[src/rtl/lockstep_sequencer_if.sv]
// Peripheral request/response bus of the lockstep sequencer.
// The slave modport is the sequencer's view; the master modport is the requester's view.
interface lockstep_sequencer_if #(
    parameter int ID_WIDTH = 2
);
    logic                req_i;
    logic [31:0]         addr_i;
    logic                wen_i;
    logic [31:0]         wdata_i;
    logic [3:0]          be_i;
    logic [ID_WIDTH-1:0] id_i;

    logic                gnt_o;
    logic                r_valid_o;
    logic                r_opc_o;
    logic [ID_WIDTH-1:0] r_id_o;
    logic [31:0]         r_rdata_o;

    modport master (
        output req_i, addr_i, wen_i, wdata_i, be_i, id_i,
        input  gnt_o, r_valid_o, r_opc_o, r_id_o, r_rdata_o
    );

    modport slave (
        input  req_i, addr_i, wen_i, wdata_i, be_i, id_i,
        output gnt_o, r_valid_o, r_opc_o, r_id_o, r_rdata_o
    );
endinterface

[src/rtl/lockstep_sequencer.sv]
// Lockstep sequencer: a small register-mapped FSM that waits for a set of cores
// to reach a barrier, holds the cluster in lockstep mode, drains on exit and
// raises a timeout interrupt if the barrier is not reached in time.
// Register map (addr[3:2]): 0 CTRL, 1 MASK, 2 TIMEOUT, 3 STATUS.
module lockstep_sequencer #(
    parameter int NB_CORES = 8,
    parameter int ID_WIDTH = 2,
    parameter int TMO_W    = 16
) (
    input  logic                 clk_i,
    input  logic                 rst_i,
    lockstep_sequencer_if.slave  bus,
    input  logic [NB_CORES-1:0]  barrier_matched_i,
    output logic                 lockstep_mode_o,
    output logic                 irq_o
);

    typedef enum logic [2:0] {
        ST_IDLE   = 3'd0,
        ST_SYNC   = 3'd1,
        ST_ACTIVE = 3'd2,
        ST_DRAIN  = 3'd3,
        ST_ERROR  = 3'd4
    } state_t;

    localparam logic [1:0] REG_CTRL    = 2'd0;
    localparam logic [1:0] REG_MASK    = 2'd1;
    localparam logic [1:0] REG_TIMEOUT = 2'd2;
    localparam logic [1:0] REG_STATUS  = 2'd3;

    state_t              state_q;
    logic [NB_CORES-1:0] mask_q;
    logic [TMO_W-1:0]    timeout_q;
    logic [NB_CORES-1:0] mask_lat_q;
    logic [TMO_W-1:0]    timeout_lat_q;
    logic [TMO_W-1:0]    cnt_q;
    logic                sticky_q;

    logic                addr_err;
    logic                wr_ok;
    logic [1:0]          reg_sel;
    logic                cmd_en;
    logic                enter_cmd;
    logic                exit_cmd;
    logic                clear_cmd;
    logic [31:0]         wmask;
    logic [NB_CORES-1:0] mask_d;
    logic [TMO_W-1:0]    timeout_d;
    logic [31:0]         rdata_d;
    logic                barrier_hit;
    logic                tmo_enabled;
    logic                tmo_expire;
    logic                unused_bits;

    // Every request is granted immediately; the response follows one cycle later.
    assign bus.gnt_o = bus.req_i;

    // Address decode, command extraction and byte-enable merging of the RW registers.
    always_comb begin
        addr_err  = |bus.addr_i[11:4];
        reg_sel   = bus.addr_i[3:2];
        wr_ok     = bus.req_i && !bus.wen_i && !addr_err;
        cmd_en    = wr_ok && bus.be_i[0];
        exit_cmd  = cmd_en && (reg_sel == REG_CTRL) && bus.wdata_i[1];
        enter_cmd = cmd_en && (reg_sel == REG_CTRL) && bus.wdata_i[0] && !bus.wdata_i[1];
        clear_cmd = cmd_en && (reg_sel == REG_STATUS) && bus.wdata_i[3];
        wmask     = {{8{bus.be_i[3]}}, {8{bus.be_i[2]}}, {8{bus.be_i[1]}}, {8{bus.be_i[0]}}};
        mask_d    = mask_q;
        timeout_d = timeout_q;
        if (wr_ok && (reg_sel == REG_MASK)) begin
            mask_d = (mask_q & ~wmask[NB_CORES-1:0]) | (bus.wdata_i[NB_CORES-1:0] & wmask[NB_CORES-1:0]);
        end
        if (wr_ok && (reg_sel == REG_TIMEOUT)) begin
            timeout_d = (timeout_q & ~wmask[TMO_W-1:0]) | (bus.wdata_i[TMO_W-1:0] & wmask[TMO_W-1:0]);
        end
    end

    // Read data reflects register contents before any write in the same cycle.
    always_comb begin
        rdata_d = '0;
        if (bus.req_i && bus.wen_i && !addr_err) begin
            case (reg_sel)
                REG_MASK:    rdata_d = 32'(mask_q);
                REG_TIMEOUT: rdata_d = 32'(timeout_q);
                REG_STATUS:  rdata_d = {27'd0, lockstep_mode_o, sticky_q, state_q};
                default:     rdata_d = '0;
            endcase
        end
    end

    // Barrier and timeout conditions use the values latched when the sequence started.
    always_comb begin
        barrier_hit = (barrier_matched_i & mask_lat_q) == mask_lat_q;
        tmo_enabled = timeout_lat_q != '0;
        tmo_expire  = tmo_enabled && (cnt_q == TMO_W'(1));
    end

    assign unused_bits = ^{bus.addr_i[31:12], bus.addr_i[1:0], bus.wdata_i, wmask};

    // Software-visible configuration registers.
    always_ff @(posedge clk_i) begin
        if (rst_i) begin
            mask_q    <= '1;
            timeout_q <= '0;
        end else begin
            mask_q    <= mask_d;
            timeout_q <= timeout_d;
        end
    end

    // Response path: one-cycle registered reply carrying the request id.
    always_ff @(posedge clk_i) begin
        if (rst_i) begin
            bus.r_valid_o <= 1'b0;
            bus.r_opc_o   <= 1'b0;
            bus.r_id_o    <= '0;
            bus.r_rdata_o <= '0;
        end else begin
            bus.r_valid_o <= bus.req_i;
            if (bus.req_i) begin
                bus.r_opc_o   <= addr_err;
                bus.r_id_o    <= ID_WIDTH'(bus.id_i);
                bus.r_rdata_o <= rdata_d;
            end
        end
    end

    // Sequencer FSM with registered lockstep, interrupt and sticky-error outputs.
    always_ff @(posedge clk_i) begin
        if (rst_i) begin
            state_q         <= ST_IDLE;
            cnt_q           <= '0;
            mask_lat_q      <= '1;
            timeout_lat_q   <= '0;
            sticky_q        <= 1'b0;
            lockstep_mode_o <= 1'b0;
            irq_o           <= 1'b0;
        end else begin
            irq_o <= 1'b0;
            if (clear_cmd) begin
                sticky_q <= 1'b0;
            end
            case (state_q)
                ST_IDLE: begin
                    if (enter_cmd && (mask_q != '0)) begin
                        state_q       <= ST_SYNC;
                        cnt_q         <= timeout_q;
                        mask_lat_q    <= mask_q;
                        timeout_lat_q <= timeout_q;
                    end
                end
                ST_SYNC: begin
                    if (exit_cmd) begin
                        state_q <= ST_IDLE;
                    end else if (barrier_hit) begin
                        state_q         <= ST_ACTIVE;
                        lockstep_mode_o <= 1'b1;
                    end else if (tmo_expire) begin
                        state_q  <= ST_ERROR;
                        irq_o    <= 1'b1;
                        sticky_q <= 1'b1;
                    end else if (tmo_enabled) begin
                        cnt_q <= cnt_q - TMO_W'(1);
                    end
                end
                ST_ACTIVE: begin
                    if (exit_cmd) begin
                        state_q <= ST_DRAIN;
                        cnt_q   <= timeout_lat_q;
                    end
                end
                ST_DRAIN: begin
                    if (barrier_hit) begin
                        state_q         <= ST_IDLE;
                        lockstep_mode_o <= 1'b0;
                    end else if (tmo_expire) begin
                        state_q         <= ST_ERROR;
                        lockstep_mode_o <= 1'b0;
                        irq_o           <= 1'b1;
                        sticky_q        <= 1'b1;
                    end else if (tmo_enabled) begin
                        cnt_q <= cnt_q - TMO_W'(1);
                    end
                end
                ST_ERROR: begin
                    if (clear_cmd) begin
                        state_q <= ST_IDLE;
                    end
                end
                default: begin
                    state_q         <= ST_IDLE;
                    lockstep_mode_o <= 1'b0;
                end
            endcase
        end
    end

endmodule

[src/flat_wrapper.sv]
// flat-port wrapper written by rule: the top's interface ports become plain ports
module lockstep_sequencer_flat 
#(
    parameter int NB_CORES = 8,
    parameter int ID_WIDTH = 2,
    parameter int TMO_W    = 16
)
  (clk_i, rst_i, barrier_matched_i, lockstep_mode_o, irq_o, bus_req_i, bus_addr_i, bus_wen_i, bus_wdata_i, bus_be_i, bus_id_i, bus_gnt_o, bus_r_valid_o, bus_r_opc_o, bus_r_id_o, bus_r_rdata_o);
  lockstep_sequencer_if #(.ID_WIDTH(ID_WIDTH)) bus_i ();
  input  logic clk_i;
  input  logic rst_i;
  input  logic [NB_CORES-1:0] barrier_matched_i;
  output logic lockstep_mode_o;
  output logic irq_o;
  input wire logic [$bits(bus_i.req_i)-1:0] bus_req_i;
  input wire logic [$bits(bus_i.addr_i)-1:0] bus_addr_i;
  input wire logic [$bits(bus_i.wen_i)-1:0] bus_wen_i;
  input wire logic [$bits(bus_i.wdata_i)-1:0] bus_wdata_i;
  input wire logic [$bits(bus_i.be_i)-1:0] bus_be_i;
  input wire logic [$bits(bus_i.id_i)-1:0] bus_id_i;
  output wire logic [$bits(bus_i.gnt_o)-1:0] bus_gnt_o;
  output wire logic [$bits(bus_i.r_valid_o)-1:0] bus_r_valid_o;
  output wire logic [$bits(bus_i.r_opc_o)-1:0] bus_r_opc_o;
  output wire logic [$bits(bus_i.r_id_o)-1:0] bus_r_id_o;
  output wire logic [$bits(bus_i.r_rdata_o)-1:0] bus_r_rdata_o;
  assign bus_i.req_i = bus_req_i;
  assign bus_i.addr_i = bus_addr_i;
  assign bus_i.wen_i = bus_wen_i;
  assign bus_i.wdata_i = bus_wdata_i;
  assign bus_i.be_i = bus_be_i;
  assign bus_i.id_i = bus_id_i;
  assign bus_gnt_o = bus_i.gnt_o;
  assign bus_r_valid_o = bus_i.r_valid_o;
  assign bus_r_opc_o = bus_i.r_opc_o;
  assign bus_r_id_o = bus_i.r_id_o;
  assign bus_r_rdata_o = bus_i.r_rdata_o;
  lockstep_sequencer #(.NB_CORES(NB_CORES), .ID_WIDTH(ID_WIDTH), .TMO_W(TMO_W)) u_core (.clk_i(clk_i), .rst_i(rst_i), .bus(bus_i), .barrier_matched_i(barrier_matched_i), .lockstep_mode_o(lockstep_mode_o), .irq_o(irq_o));
endmodule
[config.mk]
export PLATFORM = sky130hd
export DESIGN_NAME = lockstep_sequencer_flat
export DESIGN_NICKNAME = d
export VERILOG_FILES = /design/src/rtl/lockstep_sequencer_if.sv /design/src/rtl/lockstep_sequencer.sv /design/src/flat_wrapper.sv
export SDC_FILE = /design/constraint.sdc
export NUM_CORES = 1
export LEC_CHECK = 0
export CORE_MARGIN = 4
export CORE_UTILIZATION = 40
export CTS_CLUSTER_SIZE = 12
export DETAILED_ROUTE_END_ITERATION = 6
export GPL_TIMING_DRIVEN = 0
export PLACE_DENSITY = 0.69
export SYNTH_ARGS = -nofsm -noshare
export SYNTH_HDL_FRONTEND = slang
export SYNTH_SLANG_ARGS = --single-unit
[constraint.sdc]
create_clock -name clk_i -period 4.8 [get_ports clk_i]
set_clock_uncertainty 0.15 [all_clocks]
set_input_delay 0.96 -clock clk_i [delete_from_list [all_inputs] [get_ports clk_i]]
set_output_delay 0.96 -clock clk_i [all_outputs]
set_load 0.005 [all_outputs]
==> results of run 1 <==
==> cell type report <==
| cell class | count | area, sq um |
|---|---|---|
| multi-input combinational | 353 | 2290 |
| inverter | 13 | 48.8 |
| buffer | 43 | 268 |
| sequential | 90 | 1800 |
| clock inverter | 7 | 72.6 |
| fill | 1018 | 5060 |
| timing repair buffer | 63 | 631 |
| tap | 136 | 170 |
| clock buffer | 9 | 124 |
==> metal layers <==
metal	global-route usage, %	vias to the layer above
li1	-	1883
met1	26.4	1831
met2	28.0	162
met3	3.34	19
met4	6.25	0
met5	0	-
==> cell families (layout without fill, tap and decap cells) <==
logic type                 after synthesis  count (layout)
and+or+nand+nor                        183             183
buffers and inverters                   56             135
muxes                                   38              38
xor gates and xnor gates                14              14
AOI/OAI and AO/OA                      100             100
adders and majority gates                2               2
other                                    1              16
DFF                                     90              90
==> worst max-delay path by stage <==
| stage | from | depth (start not counted) | end |
|---|---|---|---|
| 5_1_grt | bus_req_i | 3 | bus_gnt_o |
| 3_3_place_gp | bus_wen_i | 9 | u_core.timeout_lat_q[7]$_SDFFE_PP0P_ |
| 2_1_floorplan | bus_addr_i[7] | 8 | u_core.timeout_lat_q[0]$_SDFFE_PP0P_ |
| 6_report | bus_req_i | 3 | bus_gnt_o |
| 3_5_place_dp | bus_wen_i | 9 | u_core.timeout_lat_q[8]$_SDFFE_PP0P_ |
| 4_1_cts | bus_req_i | 3 | bus_gnt_o |
==> power by group through the flow <==
stage	Combinational [W]	Clock [W]	Sequential (W)
2_1_floorplan	0.0000402	0	0.000767
3_3_place_gp	0.0000935	0	0.000766
3_5_place_dp	0.0000944	0	0.000766
4_1_cts	0.0000950	0.000522	0.000749
5_1_grt	0.000102	0.000557	0.000750
6_report	0.0000952	0.000511	0.000749
==> synthesized netlist by cell type (5+ instances only) <==
cell,count,area [sq um]
nand3b_1,5,37.5
buf_4,19,143
clkbuf_1,18,67.6
o21ai_0,9,45.0
nor2_1,71,267
nand3_1,5,25.0
mux2i_1,33,330
a22oi_1,19,143
nand2_1,31,116
nor2b_1,21,131
xnor2_1,9,78.8
inv_1,11,41.3
a211o_1,16,140
xor2_1,5,43.8
a222oi_1,8,80.1
dfxtp_1,90,1800
nor3_1,10,50.1
mux2_2,5,56.3
nand4_1,5,31.3
a21oi_1,26,130
or2_1,6,37.5
==> placed cells by master (no fill, tap or decap), types with 16 or more instances in the layout <==
master	instances
dfxtp_1	90
nor2_1	71
clkdlybuf4s50_1	63
mux2i_1	33
nand2_1	31
a21oi_1	26
nor2b_1	21
a22oi_1	19
buf_4	19
clkbuf_1	18
a211o_1	16
conb_1	16
==> per-stage QoR <==
| stage | worst slack [ns] | std cells | cell area [sq um] |
|---|---|---|---|
| 2_1_floorplan | 2.11 | 499 | 4410 |
| 3_3_place_gp | 1.26 | 698 | 5210 |
| 3_5_place_dp | 1.21 | 698 | 5210 |
| 4_1_cts | 1.46 | 714 | 5400 |
| 5_1_grt | 1.42 | 714 | 5400 |
| 6_report | 1.48 | 714 | 5400 |
==> worst min-delay path, stage by stage (launching register included) <==
cell and delay, ns:
dfxtp_1 0.33, nand2_1 0.06, a21oi_1 0.06
==> metrics.cfg, run 1 <==
[worst_setup_path]
cp.required_ns=3.69
critical_path_buf_inv_count=3
r2r-end=u_core.cnt_q[10]$_SDFFE_PP0P_
slowest_delay_ns=0.61
reg2reg_slack_ns=2.37
crit_path_end_kind=output pin
crit_family=buffers and inverters
crit_top_cell=clkdlybuf4s50_1
crit_type=in2out
worstPathMaxFanout=6
critPathLaunchType=input pin
slowest_stage=clkdlybuf4s50_1
r2r_cells=8
arrival_ns=2.21
crit_chain=clkdlybuf4s50_1 -> buf_4 -> clkdlybuf4s50_1
worstReg2RegStart=u_core.cnt_q[0]$_SDFFE_PP0P_

[floorplanning]
fp.dieW_um=112
rows=37
pin_count=121
core_area_sq_mm=0.0105
die_h_um=112
start_util_pct=41.6
dieArea_sq_mm=0.0126

[detailed_routing]
routed.top_layer=met4
vias_per_cell=5.46
num_vias=3895
dr.pass1.iters=5
finalWirelength_mm=11.7
drt_iter0_markers=277
final_antenna_net_count=0
wire_per_inst_um=16.4
m1WireLength_mm=5.47
dr_wl_met3_um=812
drc=0
dr_wl_met2_mm=5.18

[job]
drv_cap=0

[clock_tree]
cts_made_buffers=9
insertion_delay_ns=0.37
htree_levels=3
clk_pin_slew_worst_paths_ns=0.09
ctsResizeCount=0
cts_tree=built
cts_setup_buffers=0
cts_sinks=90
cts_root_buf=clkbuf_8
holdBufCountCts=0
clk_path_buf_depth=2

[grt]
track_usage_pct=18.4
grt_pass1_wl_mm=18.9
grt_pass1_vias=3730
overflow=0
antenna_found_initial=0
grt_max_degree=19

[synthesis]
synthSimpleGateAreaFrac_pct=22.3
synth-edff-count=0
ys_types=61
avgSynthCellArea_sq_um=8.99
synth_top_family_by_area=simple AND/OR/NAND/NOR gates
seq_area_frac_synth_pct=41.4
ys_seq_elements=90
synth_fa_ha_area_share_pct=0.575
synth_compound_area_share_pct=16.7
synth_area_sq_mm=0.00435
yosysWarnings=0
synth_mux_area_share_pct=8.89
ys_async_sr_fraction_pct=0
synthCells=484
synth-xor-area-share_pct=2.82
ys.flop_type=dfxtp_1

[sta]
slew_violations=0
slew_headroom_pct=28.8
post-route-min-period_ns=3.32
setup_tns_ns=0
rsz0062_at_grt=no
hold_violations=0
finalSetupViolations=0
fmax_mhz=301
post-route-period-util_pct=69.2
holdWs_ns=0.344
worstMarginPinSlew_ns=1.06

[power]
p_comb_share_pct=7.0
p_seq_share_pct=55.3
p_clk_share_pct=37.7
p_per_area_mw_per_mm2=251
switching_share_pct=25.9
ir_drop_mv=0.181
power_w=0.00135
p_sw_w=0.000351
leakage_nw=2.03
p_int_w=0.00100

[hold_path]
whs_path_depth=2
worstHoldStart=u_core.sticky_q$_SDFF_PP0_
min_path_type=reg2reg
hold_end=u_core.sticky_q$_SDFF_PP0_

[cells_and_area]
antenna_cells=0
utilization_pct=51.7
final_nets=657
final_layout_size_suffix_gt1_share_pct=9.69
area_growth_pct=24.2

[outcome]
status=completed

[placed_design]
hpwl_mm=8.96
gp_congestion=0.928
io_buffers=63

No activity file was read; power rests on OpenSTA's default activity.
==> run 2, diff against run 1 <==
clock period = 3.2 ns   (was 4.8 ns; I/O delays follow)
==> results of run 2 <==
The final DEF is identical to that of run 1. Status: completed.
Main changes from that run: setup slack after placement 1.21 ns -> -0.0696 ns; clock-pin slew on the worst setup and hold paths 0.09 ns -> 0.10 ns; setup slack after layout 1.48 ns -> 0.316 ns; start point of the critical path bus_req_i -> bus_wen_i; end point of the critical path bus_gnt_o -> u_core.timeout_lat_q[8]$_SDFFE_PP0P_; register-to-register setup slack 2.37 ns -> 0.77 ns; total power 0.00135 W -> 0.00203 W; worst IR drop on VDD 0.181 mV -> 0.271 mV
==> run 3, diff against run 2 <==
CELL_PAD_IN_SITES_DETAIL_PLACEMENT = 1   (was unset)
CELL_PAD_IN_SITES_GLOBAL_PLACEMENT = 1   (was unset)
CORE_UTILIZATION = 36   (was 40)
PLACE_DENSITY = unset   (was 0.69)
PLACE_DENSITY_LB_ADDON = 0.1   (was unset)
==> run 3 against run 2 <==
Compared with the run above: worst setup slack got worse by 0.059 ns; via count decreased by 1.2%; sequential share of layout area decreased by 0.71 points; highest routed layer unchanged; core utilization decreased by 4.1 points; sequential power about the same; final cell count increased by 0.98%; count of clock-buffer cells in the layout increased by 2; first-iteration DRC count decreased by 14%; total power increased by 17%; combinational power about the same; register-to-register slack got worse by 0.07 ns; global-route usage increased by 0.89 points; critical endpoint is now u_core.cnt_q[14]$_SDFFE_PP0P_; largest power group unchanged.
==> metrics.cfg, run 3 (synthesized netlist as in run 1, its figures left out) <==
[outcome]
status=completed

[detailed_routing]
routed.top_layer=met4
dr.pass1.iters=6  ; +1
vias_per_cell=5.34  ; -2.2%
drt_iter0_markers=237  ; -14%
wire_per_inst_um=18.2  ; +11%
final_antenna_net_count=0  ; unchanged
m1WireLength_mm=6.34  ; +16%
num_vias=3848  ; -1.2%
drc=0  ; unchanged
finalWirelength_mm=13.1  ; +12%
dr_wl_met2_mm=5.91  ; +14%
dr_wl_met3_um=695  ; -14%

[grt]
track_usage_pct=19.3  ; +0.89 points
grt_pass1_vias=3894  ; +4.4%
antenna_found_initial=0  ; unchanged
grt_pass1_wl_mm=21.3  ; +13%
overflow=0  ; unchanged
grt_max_degree=16  ; -3

[worst_setup_path]
cp.required_ns=3.33
worstReg2RegStart=u_core.cnt_q[0]$_SDFFE_PP0P_
reg2reg_slack_ns=0.70
crit_type=in2reg
critPathLaunchType=input pin
crit_path_end_kind=flop
r2r-end=u_core.cnt_q[10]$_SDFFE_PP0P_
r2r_cells=8  ; unchanged
worstPathMaxFanout=10
arrival_ns=3.08

[cells_and_area]
final_common_cell=dfxtp_1
fin_cells=721  ; +0.98%
nFillCells=1365  ; +34%
area_growth_pct=26.9
fin_area_sq_mm=0.00552  ; +2.2%
mostFrequentLayoutCells=dfxtp_1 (90), nor2_1 (71), clkdlybuf4s50_1 (63), mux2i_1 (33), nand2_1 (31)
antenna_cells=0  ; unchanged
final_nets=657  ; unchanged
final_layout_size_suffix_gt1_share_pct=9.52  ; -0.17 points

[floorplanning]
rows=39  ; +5.4%
start_util_pct=37.5  ; -4.1 points
core_area_sq_mm=0.0116  ; +11%
die_h_um=118  ; +5.0%
pin_count=121  ; unchanged
fp.dieW_um=118  ; +5.0%
dieArea_sq_mm=0.0139  ; +10%

[job]
drv_cap=0  ; unchanged

[sta]
post-route-min-period_ns=2.94
fmax_mhz=340
slew_headroom_pct=29.7  ; +0.89 points
rsz0062_at_grt=no
hold_violations=0  ; unchanged
worstMarginPinSlew_ns=1.05  ; -0.0133 ns
slew_violations=0  ; unchanged
layout_setup_ws_ns=0.256
post-route-period-util_pct=92.0
finalSetupViolations=0  ; unchanged
setup_tns_ns=0  ; unchanged

[hold_path]
worstHoldStart=u_core.bus.r_opc_o$_SDFFE_PP0P_
min_path_type=reg2reg
hold_end=u_core.bus.r_opc_o$_SDFFE_PP0P_
whs_path_depth=2  ; unchanged

[placed_design]
place_ws_ns=-0.105
hpwl_mm=10.1  ; +13%
gp_congestion=0.843  ; -9.2%
io_buffers=63  ; unchanged
dp_cells=705  ; +1.0%
detailed_place.area_sq_mm=0.00522  ; +0.17%

[clock_tree]
cts_setup_buffers=0  ; unchanged
clk_path_buf_depth=2  ; unchanged
htree_levels=3  ; unchanged
cts_sinks=90  ; unchanged
insertion_delay_ns=0.35  ; -0.02 ns
ctsResizeCount=0  ; unchanged
cts_root_buf=clkbuf_16
holdBufCountCts=0  ; unchanged
clk_pin_slew_worst_paths_ns=0.06
cts_made_buffers=9  ; unchanged
cts_tree=built

[power]
switching_share_pct=22.6
p_clk_share_pct=46.4  ; +8.7 points
p_comb_share_pct=6.1  ; -0.9 points
p_int_w=0.00183
p_seq_share_pct=47.5  ; -7.8 points
leakage_nw=2.09  ; +2.5%
ir_drop_mv=0.334
p_per_area_mw_per_mm2=429
p_sw_w=0.000535

[run 3: power groups by stage]
stage	clock network [W]	registers, W	logic (W)
global placement	0	0.00115	0.000143
global route	0.00118	0.00112	0.000158
floorplan	0	0.00115	0.0000602
detailed placement	0	0.00115	0.000145
finish	0.00110	0.00112	0.000145
CTS	0.00113	0.00112	0.000146
[run 3: critical path: stages]
cell,delay (ns)
clkdlybuf4s50_1,0.52
nor4b_4,0.49
nand4_2,0.22
a221oi_2,0.38
o211ai_2,0.25
buf_6,0.22
or2_1,0.24
a21oi_2,0.11
[run 3: area by class of cell]
cell class / count / area, sq um / area share, %
multi-input combinational: 353 / 2290 / 41.4
sequential: 90 / 1800 / 32.6
timing repair buffer: 63 / 631 / 11.4
buffer: 43 / 268 / 4.85
clock buffer: 11 / 243 / 4.40
tap: 143 / 179 / 3.24
clock inverter: 5 / 62.6 / 1.13
inverter: 13 / 48.8 / 0.884
[run 3: per-stage QoR]
| step | hold slack [ns] | total power (W) | utilization (%) |
|---|---|---|---|
| finish | 0.343 | 0.00237 | 47.5 |
| global route | 0.352 | 0.00246 | 47.5 |
| CTS | 0.331 | 0.00240 | 47.5 |
| detailed placement | 0.315 | 0.00129 | 44.9 |
| global placement | 0.307 | 0.00129 | 44.9 |
| floorplan | 0.278 | 0.00121 | - |
[run 3: worst max path at each step]
| stage | startpoint | to | slack [ns] | depth (start not counted) |
|---|---|---|---|---|
| 2_1_floorplan | bus_addr_i[7] | u_core.timeout_lat_q[0]$_SDFFE_PP0P_ | 0.83 | 8 |
| 3_3_place_gp | bus_wen_i | u_core.timeout_lat_q[6]$_SDFFE_PP0P_ | -0.07 | 9 |
| 3_5_place_dp | bus_wen_i | u_core.cnt_q[14]$_SDFFE_PP0P_ | -0.11 | 8 |
| 4_1_cts | bus_wen_i | u_core.cnt_q[14]$_SDFFE_PP0P_ | 0.27 | 8 |
| 5_1_grt | bus_wen_i | u_core.timeout_lat_q[5]$_SDFFE_PP0P_ | 0.1 | 9 |
| 6_report | bus_wen_i | u_core.cnt_q[14]$_SDFFE_PP0P_ | 0.26 | 8 |
[run 3: metal layers]
metal | vias up | global-route usage [%]
met5 | - | 0
met4 | 0 | 5.93
met3 | 14 | 4.42
met2 | 100 | 30.5
met1 | 1853 | 26.3
li1 | 1881 | -
